`config.mk`:
```
export PLATFORM = sky130hd
export DESIGN_NAME = whack_mole_engine
export DESIGN_NICKNAME = d
export VERILOG_FILES = /design/src/rtl/whack_mole_engine.sv
export SDC_FILE = /design/constraint.sdc
export NUM_CORES = 1
export LEC_CHECK = 0
export CAP_MARGIN = 20
export CORE_MARGIN = 3
export CORE_UTILIZATION = 50
export DETAILED_ROUTE_END_ITERATION = 6
export GPL_TIMING_DRIVEN = 0
export PLACE_DENSITY = 0.85
export SLEW_MARGIN = 20
export SYNTH_ARGS = -nofsm -noshare
export SYNTH_HDL_FRONTEND = slang
export SYNTH_SLANG_ARGS = --single-unit
```
`constraint.sdc`:
```
create_clock -name clk -period 9 [get_ports clk]
set_input_delay 2.25 -clock clk [delete_from_list [all_inputs] [get_ports clk]]
set_output_delay 2.25 -clock clk [all_outputs]
set_load 0.01 [all_outputs]
```
`src/rtl/whack_mole_engine.sv`:
```
// Whack-a-mole game core: N moles with per-mole lifetimes, switch-edge whack detection,
// saturating hit/miss/wrong counters and an IDLE/PLAY/OVER game FSM.
// Latency: fully registered, so a switch edge at cycle t shows up on pulses, LEDs and counts at t+1.
// Backpressure: none; every input is consumed in the cycle it is presented.
//
// Ports: clk, rst_n (sync, active-low), start (begin/restart pulse), tick (game-rate strobe),
//        sw (debounced switches), spawn (pop-up requests, used on tick only),
//        mole_led, hit_pulse, miss_pulse, hit_count, miss_count, wrong_count, playing, game_over.
// Optional macro WHACK_STREAK_EN adds streak and best_streak outputs.
module whack_mole_engine #(
    parameter int N_MOLES    = 18,
    parameter int LIFE_TICKS = 4,
    parameter int LIFE_W     = 3,
    parameter int CNT_W      = 8,
    parameter int MAX_MISS   = 10
) (
    input  logic               clk,
    input  logic               rst_n,
    input  logic               start,
    input  logic               tick,
    input  logic [N_MOLES-1:0] sw,
    input  logic [N_MOLES-1:0] spawn,
    output logic [N_MOLES-1:0] mole_led,
    output logic [N_MOLES-1:0] hit_pulse,
    output logic [N_MOLES-1:0] miss_pulse,
    output logic [CNT_W-1:0]   hit_count,
    output logic [CNT_W-1:0]   miss_count,
    output logic [CNT_W-1:0]   wrong_count,
    output logic               playing,
`ifdef WHACK_STREAK_EN
    output logic [CNT_W-1:0]   streak,
    output logic [CNT_W-1:0]   best_streak,
`endif
    output logic               game_over
);

    localparam int PC_W  = $clog2(N_MOLES + 1);
    localparam int SUM_W = ((CNT_W > PC_W) ? CNT_W : PC_W) + 1;
    localparam logic [CNT_W-1:0]  CNT_MAX = '1;
    localparam logic [LIFE_W-1:0] LIFE_ONE = LIFE_W'(1);
    localparam logic [LIFE_W-1:0] LIFE_INIT = LIFE_W'(LIFE_TICKS);

    typedef enum logic [1:0] {
        ST_IDLE = 2'd0,
        ST_PLAY = 2'd1,
        ST_OVER = 2'd2
    } state_t;

    function automatic logic [PC_W-1:0] popcnt(input logic [N_MOLES-1:0] v);
        logic [PC_W-1:0] c;
        c = '0;
        for (int i = 0; i < N_MOLES; i++) begin
            c = c + PC_W'(v[i]);
        end
        return c;
    endfunction

    function automatic logic [CNT_W-1:0] sat_add(input logic [CNT_W-1:0] a,
                                                 input logic [PC_W-1:0]  b);
        logic [SUM_W-1:0] s;
        s = SUM_W'(a) + SUM_W'(b);
        if (s > SUM_W'(CNT_MAX)) begin
            return CNT_MAX;
        end
        return s[CNT_W-1:0];
    endfunction

    state_t                          state_q, state_d;
    logic [N_MOLES-1:0]              sw_prev_q, sw_prev_d;
    logic [N_MOLES-1:0]              active_q, active_d;
    logic [N_MOLES-1:0][LIFE_W-1:0]  life_q, life_d;
    logic [N_MOLES-1:0]              hit_pulse_q, hit_pulse_d;
    logic [N_MOLES-1:0]              miss_pulse_q, miss_pulse_d;
    logic [CNT_W-1:0]                hit_cnt_q, hit_cnt_d;
    logic [CNT_W-1:0]                miss_cnt_q, miss_cnt_d;
    logic [CNT_W-1:0]                wrong_cnt_q, wrong_cnt_d;
`ifdef WHACK_STREAK_EN
    logic [CNT_W-1:0]                streak_q, streak_d;
    logic [CNT_W-1:0]                best_q, best_d;
    logic [CNT_W-1:0]                streak_n;
`endif

    // Per-mole event decode and the mole state that PLAY would produce.
    logic [N_MOLES-1:0]              whack;
    logic [N_MOLES-1:0]              hit_v, wrong_v, expire_v, spawn_v;
    logic [N_MOLES-1:0]              active_n;
    logic [N_MOLES-1:0][LIFE_W-1:0]  life_n;

    always_comb begin
        whack    = sw ^ sw_prev_q;
        hit_v    = '0;
        wrong_v  = '0;
        expire_v = '0;
        spawn_v  = '0;
        active_n = active_q;
        life_n   = life_q;
        for (int i = 0; i < N_MOLES; i++) begin
            hit_v[i]    = whack[i] & active_q[i];
            wrong_v[i]  = whack[i] & ~active_q[i];
            // A hit on the expiring tick wins: no miss for that mole.
            expire_v[i] = tick & active_q[i] & ~hit_v[i] & (life_q[i] == LIFE_ONE);
            // An expiring mole counts as free, so it may pop up again on the same tick.
            // Spawning onto a still-active mole never reloads its life.
            spawn_v[i]  = tick & spawn[i] & ~hit_v[i] & (~active_q[i] | expire_v[i]);
            if (hit_v[i]) begin
                active_n[i] = 1'b0;
                life_n[i]   = '0;
            end else if (spawn_v[i]) begin
                active_n[i] = 1'b1;
                life_n[i]   = LIFE_INIT;
            end else if (expire_v[i]) begin
                active_n[i] = 1'b0;
                life_n[i]   = '0;
            end else if (tick && active_q[i] && (life_q[i] > LIFE_ONE)) begin
                life_n[i]   = life_q[i] - LIFE_ONE;
            end
        end
    end

`ifdef WHACK_STREAK_EN
    // A miss or wrong whack anywhere in the cycle wipes the streak, even if hits also landed.
    always_comb begin
        streak_n = streak_q;
        if ((expire_v != '0) || (wrong_v != '0)) begin
            streak_n = '0;
        end else begin
            streak_n = sat_add(streak_q, popcnt(hit_v));
        end
    end
`endif

    always_comb begin
        state_d      = state_q;
        sw_prev_d    = sw;
        active_d     = active_q;
        life_d       = life_q;
        hit_pulse_d  = '0;
        miss_pulse_d = '0;
        hit_cnt_d    = hit_cnt_q;
        miss_cnt_d   = miss_cnt_q;
        wrong_cnt_d  = wrong_cnt_q;
`ifdef WHACK_STREAK_EN
        streak_d     = streak_q;
        best_d       = best_q;
`endif
        if (start) begin
            // Fresh game from any state; whacks in this cycle are dropped.
            state_d     = ST_PLAY;
            active_d    = '0;
            life_d      = '0;
            hit_cnt_d   = '0;
            miss_cnt_d  = '0;
            wrong_cnt_d = '0;
`ifdef WHACK_STREAK_EN
            streak_d    = '0;
            best_d      = '0;
`endif
        end else begin
            case (state_q)
                ST_IDLE: begin
                    active_d = '0;
                    life_d   = '0;
                end
                ST_PLAY: begin
                    if (miss_cnt_q >= CNT_W'(MAX_MISS)) begin
                        // Miss limit became visible last cycle: close the game without
                        // scoring further events so the final counts match what was shown.
                        state_d  = ST_OVER;
                        active_d = '0;
                        life_d   = '0;
                    end else begin
                        active_d     = active_n;
                        life_d       = life_n;
                        hit_pulse_d  = hit_v;
                        miss_pulse_d = expire_v;
                        hit_cnt_d    = sat_add(hit_cnt_q, popcnt(hit_v));
                        miss_cnt_d   = sat_add(miss_cnt_q, popcnt(expire_v));
                        wrong_cnt_d  = sat_add(wrong_cnt_q, popcnt(wrong_v));
`ifdef WHACK_STREAK_EN
                        streak_d     = streak_n;
                        best_d       = (streak_n > best_q) ? streak_n : best_q;
`endif
                    end
                end
                ST_OVER: begin
                    active_d = '0;
                    life_d   = '0;
                end
                default: begin
                    state_d  = ST_IDLE;
                    active_d = '0;
                    life_d   = '0;
                end
            endcase
        end
    end

    always_ff @(posedge clk) begin
        // Switch history follows sw even in reset so releasing reset never looks like a whack.
        sw_prev_q <= sw_prev_d;
        if (!rst_n) begin
            state_q      <= ST_IDLE;
            active_q     <= '0;
            life_q       <= '0;
            hit_pulse_q  <= '0;
            miss_pulse_q <= '0;
            hit_cnt_q    <= '0;
            miss_cnt_q   <= '0;
            wrong_cnt_q  <= '0;
`ifdef WHACK_STREAK_EN
            streak_q     <= '0;
            best_q       <= '0;
`endif
        end else begin
            state_q      <= state_d;
            active_q     <= active_d;
            life_q       <= life_d;
            hit_pulse_q  <= hit_pulse_d;
            miss_pulse_q <= miss_pulse_d;
            hit_cnt_q    <= hit_cnt_d;
            miss_cnt_q   <= miss_cnt_d;
            wrong_cnt_q  <= wrong_cnt_d;
`ifdef WHACK_STREAK_EN
            streak_q     <= streak_d;
            best_q       <= best_d;
`endif
        end
    end

    assign mole_led    = active_q;
    assign hit_pulse   = hit_pulse_q;
    assign miss_pulse  = miss_pulse_q;
    assign hit_count   = hit_cnt_q;
    assign miss_count  = miss_cnt_q;
    assign wrong_count = wrong_cnt_q;
    assign playing     = (state_q == ST_PLAY);
    assign game_over   = (state_q == ST_OVER);
`ifdef WHACK_STREAK_EN
    assign streak      = streak_q;
    assign best_streak = best_q;
`endif

endmodule

```
-- Word-level counts from Yosys, hierarchy flattened
Cells that the tools add are included.
- register bits: 152
- output and inout port bits: 80
- logic and storage cells: 608
- add/sub/neg operators: 72
- magnitude comparators: 22
- eq/ne operators: 23
- multiplexer cells: 111
- bitwise gates (word level): 203
- reduce and logical (&&, ||, !) cells: 115
- operators by type and width (cell ; count):
    adder 5 x 1 -> 5 bit ; 39
    2-to-1 mux 3 bit ; 54
    bitwise AND 1 bit ; 144
    OR reduction 7 bit ; 18
    OR reduction 5 bit ; 18
    equality test 3 x 1 -> 1 bit, second input constant ; 18
    > comparator 3 x 1 -> 1 bit, second input constant ; 18
    nonzero test 3 bit ; 18
    subtractor 3 x 1 -> 3 bit, second input constant ; 18
    2-to-1 mux 1 bit ; 49
    2-to-1 mux 8 bit ; 6
    inverter 1 bit ; 40
    logical AND 1 bit ; 36
    nonzero test 2 bit ; 18
    adder 8 x 5 -> 9 bit ; 3
    > comparator 9 x 8 -> 1 bit, second input constant ; 3
    bitwise OR 1 bit ; 18
    bitwise XOR 18 bit ; 1
    adder 4 x 1 -> 5 bit ; 3
    adder 3 x 1 -> 4 bit ; 3
    adder 2 x 1 -> 3 bit ; 3
    greater-or-equal comparator 8 x 4 -> 1 bit, second input constant ; 1
    adder 1 x 1 -> 2 bit ; 3
    AND reduction 2 bit ; 3
    9 further kinds ; 11

-- Longest topological paths before layout
- depth in word-level cells: 29
- mapped depth: 20

-- Worst setup path before layout
No wires, ideal clock.
- kind: input to register
- from: in sw[12]
- to: reg wrong_cnt_q[6], in the netlist wrong_count[6]
- setup time: 0.115 ns
- data arrival time: 7.079 ns
- data required time: 8.885 ns
- path slack: 1.806 ns
- cell stages on the path: 16
- buffers on the path: 0
- path through: xor2_1 -> nand2b_1 -> fa_1 -> inv_1 -> fa_1 -> inv_1 -> fa_1 -> fa_1 -> fa_1 -> fa_1 -> fa_1 -> nor2b_1 -> o31ai_1 -> o2bb2ai_1 -> or4b_1 -> and3_1
- cells in the longest elaborated chain, start to end: 15
- ends and longest elaborated chain (item ; line ; source):
    start, declared ; 21 ; input logic [N_MOLES-1:0] sw,
    bitwise XOR 18 bit (*) ; 90 ; whack = sw ^ sw_prev_q;
    bitwise AND 1 bit (*) ; 99 ; wrong_v[i] = whack[i] & ~active_q[i];
    adder 5 x 1 -> 5 bit (*) (6 in series) ; 53 ; c = c + PC_W'(v[i]);
    adder 8 x 5 -> 9 bit (*) ; 61 ; s = SUM_W'(a) + SUM_W'(b);
    > comparator 9 x 8 -> 1 bit ; 62 ; if (s > SUM_W'(CNT_MAX)) begin
    2-to-1 mux 1 bit ; 62 ;
    2-to-1 mux 1 bit ; 165 ; if (miss_cnt_q >= CNT_W'(MAX_MISS)) begin
    2-to-1 mux 1 bit ; 159 ; case (state_q)
    2-to-1 mux 1 bit ; 146 ; if (start) begin
    2-to-1 mux 8 bit (*) ; 65 ; return s[CNT_W-1:0];
    end signal, assigned ; 222 ; wrong_cnt_q <= wrong_cnt_d;
    end, declared ; 76 ; logic [CNT_W-1:0] wrong_cnt_q, wrong_cnt_d;
Mark *: on every way between the ends. The rest lies on a longest branch, timed or not. The select of a mux whose other input is x is not followed.
A chain may end at the register's enable or synchronous reset.

-- Worst setup path in the final report
Same ends and word-level chain as after synthesis.

==> out/metrics.yaml <==
maxSlewViolCount: 0
synth_fp_nets: 1210
synth_area_leaders: "dfxtp_1, ha_1, fa_1"
syn_avg_cell_area_um2: 8.60
start_util_pct: 51.8
port_buffers: 118
stdcell_count: 1431
drv_cap: 0
drt_iter0_markers: 679
root_buffer: "clkbuf_16"
grt_pass1_wl_um: 39000
async_flop_share_pct: 0
drive_above_1_share_pct: 6.63
cp_max_fo: 5
rsz0062_at_grt: "false"
hold_viol: 0
holdWs_ns: 0.518
min_path_type: "reg -> reg"
fin_skew_ns: 0.0143
num_rows: 48
crit_type: "in -> reg"
yosysSeqAreaShare_pct: 33.5
hpwl_um: 18400
synth-edff-count: 0
place_congestion: 0.900
cp-end-kind: "flip-flop"
synth_common_cells: "dfxtp_1, nor2_1, inv_1"
die-area_mm2: 0.0198
num_vias: 8301
utilization_pct: 63.3
antenna_left: 0
yosys_warnings: 0
grtUsageTotal_pct: 24.5
cts_buffers: 17
netSwitchingPower_uw: 590
cts_setup_buffers: 0
tns_ns: 0
setup_viol: 0
power.density_mw_per_mm2: 169
ios: 120
postSynthCellCount: 1056
max-vdd-ir-drop_mv: 0.138
place_inst: 1399
yosysMostFrequentCell: "dfxtp_1"
worstMarginPinSlew_ns: 0.718
swShare_pct: 31.3
viasPerCell: 5.80
antenna_found_initial: 0
grt_max_degree: 17
finalCritPeriodShare_pct: 85.9
firstDrtPassIters: 5
cts_sinks: 152
required_ns: 9.33
synthDistinctLibCells: 58
cts_resized: 0
critPathLaunchType: "input pin"
p_comb_share_pct: 26.3
synth_top_area_cell: "dfxtp_1"
postCtsHoldBufs: 0
syn_to_final_growth_pct: 22.3
insertion_delay_ns: 0.43
fin_nets: 1347
grt_pass1_vias: 7857
drt-total-wl_um: 24600
clk_pin_slew_ns: 0.06
drc: 0
worst_slew_margin_rel_pct: 52.2
sequentialPowerShare_pct: 37.1
leakagePower_uw: 0.00420
grt_overflow: 0
status: "completed"
n_antenna_cell: 0
min_period_ns: 7.73
p_total_uw: 1880
synth-seq-cells: 152
internal_power_uw: 1290
cp.arrival_ns: 8.06
die_w_um: 141
cts_tree: "done"
clockBufferDepth: 2
syn-cell-area_mm2: 0.00908
synth_top_area_share_pct: 33.5
max_freq_ghz: 0.129
pwr-share-clk_pct: 36.7
avgRoutedWirePerCell_um: 17.2
ff2ff_setup_slack_ns: 3.17
die_h_um: 141
synth_ff_type: "dfxtp_1"
cts-htree-levels: 4
fp.coreArea_mm2: 0.0175
-- registers in the layout, summed over array words and instances, names as in the netlist --
| signal | count |
|---|---|
| wrong_count | 8 |
| hit_count | 8 |
| state_q | 2 |
| mole_led | 18 |
| miss_pulse | 18 |
| sw_prev_q | 18 |
| hit_pulse | 18 |
| miss_count | 8 |
| life_q | 54 |
-- final timing paths --
check                               startpoint        endpoint  depth (start not counted)
worst max register to register     mole_led[0]  wrong_count[6]                         16
worst min-delay path            wrong_count[7]  wrong_count[7]                          2
worst max-delay path                    sw[12]  wrong_count[6]                         17
worst min register to register  wrong_count[7]  wrong_count[7]                          2
-- cells in the final DEF, fill, tap and decap left out, types with 25 or more instances in the layout --
cell               n
inv_1            113
o21ai_0           48
a21oi_1           88
nor2_1           120
clkdlybuf4s50_1  118
nand3_1           25
dfxtp_1          152
ha_1              75
fa_1              39
nand2_1           90
-- power by group through the flow --
stage,sequential (uW),clock (uW),combinational [uW]
after global routing,698,721,542
after global placement,712,0,462
final,697,690,494
after floorplan,712,0,340
after detailed placement,712,0,473
after CTS,697,694,489
-- critical path, stage by stage --
cell and delay [ns]:
clkdlybuf4s50_1 0.49, xor2_1 0.40, nand2b_1 0.19, fa_1 0.54
inv_1 0.06, fa_1 0.50, inv_1 0.05, fa_1 0.47
fa_1 0.52, fa_1 0.57, fa_1 0.48, fa_1 0.42
nor2b_1 0.16, o31ai_1 0.10, o2bb2ai_1 0.18, or4b_1 0.48
and3_1 0.19
-- layer usage --
metal	vias to the layer above	track usage, %	part of all wire [%]
li1	3907	-	-
met1	3911	31.9	41
met2	418	39.4	47
met3	65	7.39	10
met4	0	7.70	2.8
met5	-	0	0
-- logic make-up after synthesis --
logic type	share of synthesized area (%)
AND/OR/NAND/NOR	17.3
AO/OA/AOI/OAI	18.8
buffers and inverters	7.06
flip-flops	33.5
adder cells (fa/ha/maj)	18.9
XOR/XNOR	3.18
multiplexers	1.20
-- layout make-up --
cell class                      count  area [um2]
Fill cell                        1414        6430
Multi-Input combinational cell    749        5400
Sequential cell                   152        3040
Timing Repair Buffer              118        1180
Clock buffer                       20         457
Inverter                          113         424
Tap cell                          225         282
Buffer                             42         216
Clock inverter                     12         103
-- per-stage QoR --
| stage | worst slack, ns | area (um2) |
|---|---|---|
| 3_5_place_dp | 0.877 | 10500 |
| 5_1_grt | 1.08 | 11100 |
| 3_3_place_gp | 0.899 | 10500 |
| 2_1_floorplan | 1.81 | 9080 |
| 6_report | 1.27 | 11100 |
| 4_1_cts | 1.30 | 11100 |
No activity file was read; power rests on OpenSTA's default activity.
